[config.mk]
export PLATFORM = sky130hd
export DESIGN_NAME = ase_pcie_ss_log_arbiter_flat
export DESIGN_NICKNAME = d
export VERILOG_FILES = /design/src/rtl/ase_pcie_ss_log_arbiter_if.sv /design/src/rtl/ase_pcie_ss_log_arbiter.sv /design/src/flat_wrapper.sv
export SDC_FILE = /design/constraint.sdc
export NUM_CORES = 2
export LEC_CHECK = 0
export ABC_AREA = 1
export CORE_AREA = 2 2 510 512
export DETAILED_ROUTE_END_ITERATION = 8
export DIE_AREA = 0 0 512 514
export HOLD_SLACK_MARGIN = 0.1
export SLEW_MARGIN = 20
export SYNTH_ARGS = -nofsm -noshare
export SYNTH_HDL_FRONTEND = slang
export SYNTH_SLANG_ARGS = --single-unit
[constraint.sdc]
create_clock -name clk -period 3.51 [get_ports clk]
set_input_delay 0.5265 -clock clk [delete_from_list [all_inputs] [get_ports clk]]
set_output_delay 0.5265 -clock clk [all_outputs]
set_load 0.005 [all_outputs]
[src/rtl/ase_pcie_ss_log_arbiter_if.sv]
// ase_pcie_ss_log_arbiter_if
//  Bundles the requester-side and logger-side signals of the PCIe SS log arbiter.
//  master : arbiter view (drives req_ready, log_*, finish_done, drop_cnt)
//  slave  : environment view (drives req_*, log_ready, finish_req)
//  req_valid/req_ready/req_ts_en/req_data : per-requester offer, data at [i*DATA_W +: DATA_W]
//  log_valid/log_ready/log_ts_en/log_src/log_data : registered message toward the logger
//  finish_req/finish_done : drain-and-stop request and sticky completion flag
//  drop_cnt : saturating count of cycles with offers refused after finish_req
interface ase_pcie_ss_log_arbiter_if #(
    parameter int unsigned N_REQ  = 4,
    parameter int unsigned DATA_W = 256,
    parameter int unsigned CNT_W  = 16
);
    localparam int unsigned SRC_W = $clog2(N_REQ);

    logic [N_REQ-1:0]        req_valid;
    logic [N_REQ-1:0]        req_ready;
    logic [N_REQ-1:0]        req_ts_en;
    logic [N_REQ*DATA_W-1:0] req_data;
    logic                    log_valid;
    logic                    log_ready;
    logic                    log_ts_en;
    logic [SRC_W-1:0]        log_src;
    logic [DATA_W-1:0]       log_data;
    logic                    finish_req;
    logic                    finish_done;
    logic [CNT_W-1:0]        drop_cnt;

    modport master (
        input  req_valid, req_ts_en, req_data, log_ready, finish_req,
        output req_ready, log_valid, log_ts_en, log_src, log_data, finish_done, drop_cnt
    );

    modport slave (
        output req_valid, req_ts_en, req_data, log_ready, finish_req,
        input  req_ready, log_valid, log_ts_en, log_src, log_data, finish_done, drop_cnt
    );
endinterface

[src/rtl/ase_pcie_ss_log_arbiter.sv]
// ase_pcie_ss_log_arbiter
//  Shares the single transaction-logger message slot among N_REQ monitor requesters.
//  Each requester owns a 1-deep holding slot; a round-robin scan picks one full slot per
//  cycle into a registered output stage with valid/ready backpressure. finish_req stops
//  acceptance, drains pending messages, then raises the sticky finish_done.
//  Ports:
//   clk         logger clock
//   SoftReset_n asynchronous active-low reset
//   bus         ase_pcie_ss_log_arbiter_if.master (requester, logger and finish signals)
module ase_pcie_ss_log_arbiter #(
    parameter int unsigned N_REQ  = 4,
    parameter int unsigned DATA_W = 256,
    parameter int unsigned CNT_W  = 16
) (
    input  logic                        clk,
    input  logic                        SoftReset_n,
    ase_pcie_ss_log_arbiter_if.master   bus
);
    localparam int unsigned SRC_W = $clog2(N_REQ);

    typedef enum logic [1:0] {StRun, StDrain, StDone} state_e;

    state_e state_q, state_d;

    logic [N_REQ-1:0]  slot_full_q;
    logic [N_REQ-1:0]  slot_ts_q;
    logic [DATA_W-1:0] slot_data_q [N_REQ];

    logic              log_valid_q;
    logic              log_ts_en_q;
    logic [SRC_W-1:0]  log_src_q;
    logic [DATA_W-1:0] log_data_q;
    logic [SRC_W-1:0]  rr_ptr_q;
    logic [CNT_W-1:0]  drop_cnt_q;

    logic              out_free;
    logic              grant_vld;
    logic [SRC_W-1:0]  grant_idx;
    logic [N_REQ-1:0]  slot_pop;
    logic [N_REQ-1:0]  slot_load;
    logic [N_REQ-1:0]  req_ready;

    // Output stage can take a new message if empty or being consumed this edge.
    assign out_free = ~log_valid_q | bus.log_ready;

    // Round-robin scan starting one past the last winner, wrapping.
    always_comb begin : grant_scan
        int unsigned      idx;
        logic [SRC_W-1:0] cand;
        idx       = 0;
        cand      = '0;
        grant_vld = 1'b0;
        grant_idx = '0;
        for (int unsigned k = 0; k < N_REQ; k++) begin
            idx  = (32'(rr_ptr_q) + 32'd1 + k) % N_REQ;
            cand = SRC_W'(idx);
            if (!grant_vld && slot_full_q[cand]) begin
                grant_vld = 1'b1;
                grant_idx = cand;
            end
        end
    end

    // Pop is combinational on log_ready so a slot can refill in the cycle it drains.
    always_comb begin
        slot_pop  = '0;
        req_ready = '0;
        for (int unsigned i = 0; i < N_REQ; i++) begin
            slot_pop[i]  = out_free & grant_vld & (grant_idx == SRC_W'(i));
            req_ready[i] = (state_q == StRun) & (~slot_full_q[i] | slot_pop[i]);
        end
        slot_load = bus.req_valid & req_ready;
    end

    // Load wins over pop so a simultaneous pop/load leaves the slot full with new content.
    always_ff @(posedge clk or negedge SoftReset_n) begin
        if (!SoftReset_n) begin
            slot_full_q <= '0;
            slot_ts_q   <= '0;
            for (int unsigned i = 0; i < N_REQ; i++) begin
                slot_data_q[i] <= '0;
            end
        end else begin
            for (int unsigned i = 0; i < N_REQ; i++) begin
                if (slot_load[i]) begin
                    slot_full_q[i] <= 1'b1;
                    slot_ts_q[i]   <= bus.req_ts_en[i];
                    slot_data_q[i] <= bus.req_data[i*DATA_W +: DATA_W];
                end else if (slot_pop[i]) begin
                    slot_full_q[i] <= 1'b0;
                end
            end
        end
    end

    // Output register; payload fields hold their last value when nothing is granted.
    always_ff @(posedge clk or negedge SoftReset_n) begin
        if (!SoftReset_n) begin
            log_valid_q <= 1'b0;
            log_ts_en_q <= 1'b0;
            log_src_q   <= '0;
            log_data_q  <= '0;
            rr_ptr_q    <= SRC_W'(N_REQ - 1);
        end else if (out_free) begin
            if (grant_vld) begin
                log_valid_q <= 1'b1;
                log_ts_en_q <= slot_ts_q[grant_idx];
                log_src_q   <= grant_idx;
                log_data_q  <= slot_data_q[grant_idx];
                rr_ptr_q    <= grant_idx;
            end else begin
                log_valid_q <= 1'b0;
            end
        end
    end

    always_comb begin
        state_d = state_q;
        case (state_q)
            StRun:   if (bus.finish_req) state_d = StDrain;
            StDrain: if (~|slot_full_q && !log_valid_q) state_d = StDone;
            StDone:  state_d = StDone;
            default: state_d = StRun;
        endcase
    end

    always_ff @(posedge clk or negedge SoftReset_n) begin
        if (!SoftReset_n) begin
            state_q <= StRun;
        end else begin
            state_q <= state_d;
        end
    end

    // One count per cycle with any refused offer, regardless of how many requesters.
    always_ff @(posedge clk or negedge SoftReset_n) begin
        if (!SoftReset_n) begin
            drop_cnt_q <= '0;
        end else if ((state_q != StRun) && (|bus.req_valid) && (drop_cnt_q != {CNT_W{1'b1}})) begin
            drop_cnt_q <= drop_cnt_q + 1'b1;
        end
    end

    assign bus.req_ready   = req_ready;
    assign bus.log_valid   = log_valid_q;
    assign bus.log_ts_en   = log_ts_en_q;
    assign bus.log_src     = log_src_q;
    assign bus.log_data    = log_data_q;
    assign bus.finish_done = (state_q == StDone);
    assign bus.drop_cnt    = drop_cnt_q;
endmodule
[src/flat_wrapper.sv]
// flat-port wrapper written by rule: the top's interface ports become plain ports
module ase_pcie_ss_log_arbiter_flat 
#(
    parameter int unsigned N_REQ  = 4,
    parameter int unsigned DATA_W = 256,
    parameter int unsigned CNT_W  = 16
)
  (clk, SoftReset_n, bus_req_valid, bus_req_ts_en, bus_req_data, bus_log_ready, bus_finish_req, bus_req_ready, bus_log_valid, bus_log_ts_en, bus_log_src, bus_log_data, bus_finish_done, bus_drop_cnt);
  ase_pcie_ss_log_arbiter_if #(.N_REQ(N_REQ), .DATA_W(DATA_W), .CNT_W(CNT_W)) bus_i ();
  input  logic clk;
  input  logic SoftReset_n;
  input wire logic [$bits(bus_i.req_valid)-1:0] bus_req_valid;
  input wire logic [$bits(bus_i.req_ts_en)-1:0] bus_req_ts_en;
  input wire logic [$bits(bus_i.req_data)-1:0] bus_req_data;
  input wire logic [$bits(bus_i.log_ready)-1:0] bus_log_ready;
  input wire logic [$bits(bus_i.finish_req)-1:0] bus_finish_req;
  output wire logic [$bits(bus_i.req_ready)-1:0] bus_req_ready;
  output wire logic [$bits(bus_i.log_valid)-1:0] bus_log_valid;
  output wire logic [$bits(bus_i.log_ts_en)-1:0] bus_log_ts_en;
  output wire logic [$bits(bus_i.log_src)-1:0] bus_log_src;
  output wire logic [$bits(bus_i.log_data)-1:0] bus_log_data;
  output wire logic [$bits(bus_i.finish_done)-1:0] bus_finish_done;
  output wire logic [$bits(bus_i.drop_cnt)-1:0] bus_drop_cnt;
  assign bus_i.req_valid = bus_req_valid;
  assign bus_i.req_ts_en = bus_req_ts_en;
  assign bus_i.req_data = bus_req_data;
  assign bus_i.log_ready = bus_log_ready;
  assign bus_i.finish_req = bus_finish_req;
  assign bus_req_ready = bus_i.req_ready;
  assign bus_log_valid = bus_i.log_valid;
  assign bus_log_ts_en = bus_i.log_ts_en;
  assign bus_log_src = bus_i.log_src;
  assign bus_log_data = bus_i.log_data;
  assign bus_finish_done = bus_i.finish_done;
  assign bus_drop_cnt = bus_i.drop_cnt;
  ase_pcie_ss_log_arbiter #(.N_REQ(N_REQ), .DATA_W(DATA_W), .CNT_W(CNT_W)) u_core (.clk(clk), .SoftReset_n(SoftReset_n), .bus(bus_i));
endmodule
==> summary.txt <==
Critical path
  • Data required time at the worst endpoint: 2.98 ns
  • CP peak stage delay: 0.63 ns
  • Top Family by Delay on Critical Path: simple AND/OR/NAND/NOR gates
  • Crit Path Max Fanout: 10
  • Slowest stage cell, crit path: dfstp_2
  • CP most frequent cell: nand2_1
  • CP cell instances: inv_4 -> nand2_1 -> nand2_1 -> nand2_1 -> nand2_1 -> nand2_1 -> nand2_1 -> nand2_1 -> nand2_4 -> nor2_4 -> nand2_2 -> a21oi_4 -> buf_12
  • CP Class: reg2out
  • Worst path bufs/invs: 2
  • Startpoint Class: flip-flop
  • Data arrival time of the critical path: 2.85 ns
  • Crit. End Element: output pin

Detailed routing
  • Drt drc: 0
  • Final WL: 322000 um
  • Post-route ant nets: 0
  • WL per Instance: 25.8 um
  • Drt first pass iters: 6
  • Via count: 63100
  • DR iter-0 viols: 7230
  • DR vias/cell: 5.05

Floorplanning
  • IO Count: 1317
  • Die ar.: 263000 um^2
  • Initial Util: 0.244
  • Num rows: 187
  • Die W: 512 um
  • Core Area: 258000 um^2
  • DIE HEIGHT: 514 um

Clock network
  • Clock transition at path regs: 0.06 ns
  • Clk Latency, worst-skew pair: 0.80 ns
  • CTS Buffer Depth: 3
  • H-tree Lvls: 4
  • Root Driver: clkbuf_16
  • Clock sink total: 1312
  • Num CTS Buffers: 155
  • CTS tree: built

Global routing
  • Vias in the first global route: 60000
  • Total gr overflow: 0
  • Largest net degree at the start of global routing: 170
  • Initial antenna violation count: 140
  • Tot GR Track Use: 0.237
  • First-pass GRT wire length: 456000 um

Pwr
  • Peak VDD IR: 1550 uV
  • Pleak: 42.3 nW
  • Power Density: 1120 nW/um^2

Placement
  • Post-Place Cells: 12200
  • PortBufs: 1316
  • Gp weighted congestion: 0.921
  • Hpwl dp: 229000 um

Timing
  • Fin Hold WS: 0.292 ns
  • Final Skew: 0.0378 ns
  • Final Hold Viols: 0
  • Setup violators final: 0
  • RSZ-0062 raised after global routing: yes
  • Period utilization: 0.962
  • Fin. max-slew vios: 0
  • Tmin final: 3.38 ns
  • FMAX: 296 MHz
  • Worst-Margin Slew: 1.30 ns
  • Max_slew headroom: 0.133

Status
  • Status: finished clean

Logic synthesis
  • Synthesized area: 63100 um^2
  • Gate Count Post-Synth: 7891
  • Syn. warnings: 0
  • Sequential share of the synthesized area: 0.521
  • FF+latch count, synth: 1312
  • Post-Syn Area per Cell: 7.99 um^2
  • Synth cell types: 32
  • Syn Nets: 8932

Layout
  • Fillcell total: 27200
  • Final net count: 9964
  • Final cell count without fillers: 12500
  • Area growth, synth to finish: 36.4%
  • Ratio of cells with drive above 1 in the final layout: 0.0595

Run
  • Max-cap violations: 0

Hold path
  • Worst Hold Class: in2reg
[layout by cell type (no fill, tap or decap), types with 3 or more instances in the layout]
cell type,instances
nand3_1,495
buf_12,89
nand2_4,3
inv_6,3
dlygate4sd3_1,5
clkbuf_1,33
clkinv_4,3
clkdlybuf4s50_1,1307
buf_8,4
nor2_1,15
inv_1,641
nor4_1,3
ha_1,4
nand2_8,4
nand3b_1,114
clkinv_8,4
clkinvlp_4,6
o21ai_0,4
o211ai_1,286
clkbuf_16,157
nand4_1,1034
inv_2,8
diode_2,62
xor2_1,8
nor3_1,4
clkbuf_8,29
xnor2_1,7
clkinv_2,24
buf_4,157
nand2_1,3232
bufinv_16,16
dfrtp_1,1310
nand3_4,4
nor2_4,4
a21oi_1,5
[layer usage]
| layer | up-vias | global-route usage | share of wire |
|---|---|---|---|
| met5 | - | 0 | 0.0021 |
| met4 | 102 | 0.0978 | 0.042 |
| met3 | 642 | 0.0751 | 0.11 |
| met2 | 3355 | 0.350 | 0.43 |
| met1 | 30900 | 0.319 | 0.42 |
| li1 | 28200 | - | - |
[logic make-up after synthesis]
group / share of synthesized area
simple gates: 0.352
buf+inv: 0.0890
flops: 0.521
compound gates: 0.0351
xor+xnor: 0.00208
fa+ha+maj: 0.000992
[power by group]
part	internal (W)	leakage, nW	switching (W)
clock network	0.0101	2.61	0.00710
registers	0.0222	16.5	0.00441
logic	0.0171	23.2	0.0351
total	0.0494	42.3	0.0466
[state kept, by name, summed over array words and instances (netlist names)]
name and cells:
u_core.slot_ts_q 4, u_core.rr_ptr_q 2, u_core.state_q 2, u_core.bus.log_valid 1
u_core.slot_data_q 1024, u_core.slot_full_q 4, u_core.bus.drop_cnt 16, u_core.bus.log_src 2
u_core.bus.log_ts_en 1, u_core.bus.log_data 256
[layout make-up]
cell class,count,area (um^2),area share
Tap cell,3402,4260,0.0495
Inverter,651,2450,0.0285
Timing Repair Buffer,1565,16200,0.188
Clock inverter,61,875,0.0102
Antenna cell,62,155,0.00180
Multi-Input combinational cell,5238,24800,0.288
Clock buffer,219,4450,0.0518
Sequential cell,1312,32800,0.382
[worst paths after layout]
check	startpoint	to	slack [ns]	cells after the start
max	u_core.rr_ptr_q[0]	bus_req_ready[0]	0.13	13
min	bus_req_data[805]	u_core.slot_data_q[37]	0.29	3
max reg2reg	u_core.rr_ptr_q[0]	u_core.bus.log_data[172]	0.44	14
min reg2reg	u_core.slot_data_q[173]	u_core.slot_data_q[173]	0.46	2
max in group asynchronous	SoftReset_n	u_core.slot_data_q[195]	1.85	3
min in group asynchronous	SoftReset_n	u_core.bus.log_data[248]	0.48	2
[per-stage QoR]
stage / setup TNS [ns] / worst slack [ns] / power [W] / instance area [um^2] / util
after floorplan: 0 / 1.28 / 0.0556 / 63100 / -
after global routing: -0.196 / -0.0819 / 0.103 / 85900 / 0.333
final: 0 / 0.135 / 0.0960 / 86000 / 0.333
after detailed placement: 0 / 0.564 / 0.0785 / 80400 / 0.312
after global placement: 0 / 0.585 / 0.0780 / 80400 / 0.312
after CTS: -0.0144 / -0.0144 / 0.0961 / 85800 / 0.333
[Yosys cell counts (all sizes together)]
master,instances,share of area
a21boi,1,0.00012
a21oi,8,0.00063
buf,318,0.028
clkbuf,372,0.022
dfrtp,1310,0.52
dfstp,2,0.00083
ha,5,0.00099
inv,651,0.039
nand2,3241,0.19
nand3,500,0.040
nand3b,115,0.014
nand4,1035,0.10
nor2,20,0.0015
nor2b,1,0.000099
nor3,4,0.00032
nor4,3,0.00030
o211ai,286,0.034
o21ai,4,0.00032
xnor2,7,0.00097
xor2,8,0.0011
[timing repair]
action	4_1_cts	5_1_grt
hold buffers	5	0
endpoints found under the hold margin	92	0
pin swaps	1	0
endpoints found under the setup margin	3	4
resized for setup	5	4
buffers inserted	1	2
[worst register-to-register path, cell delays in order (launching register included)]
cell and delay, ns:
dfstp_2 0.63, inv_4 0.09, nand2_1 0.06, nand2_1 0.09
nand2_1 0.11, nand2_1 0.08, nor2_1 0.12, nand3b_2 0.16
nor2b_4 0.18, buf_4 0.16, nor2_4 0.14, buf_12 0.20
buf_4 0.49, o211ai_1 0.37, nand3_1 0.13
No activity file was read; power rests on OpenSTA's default activity.
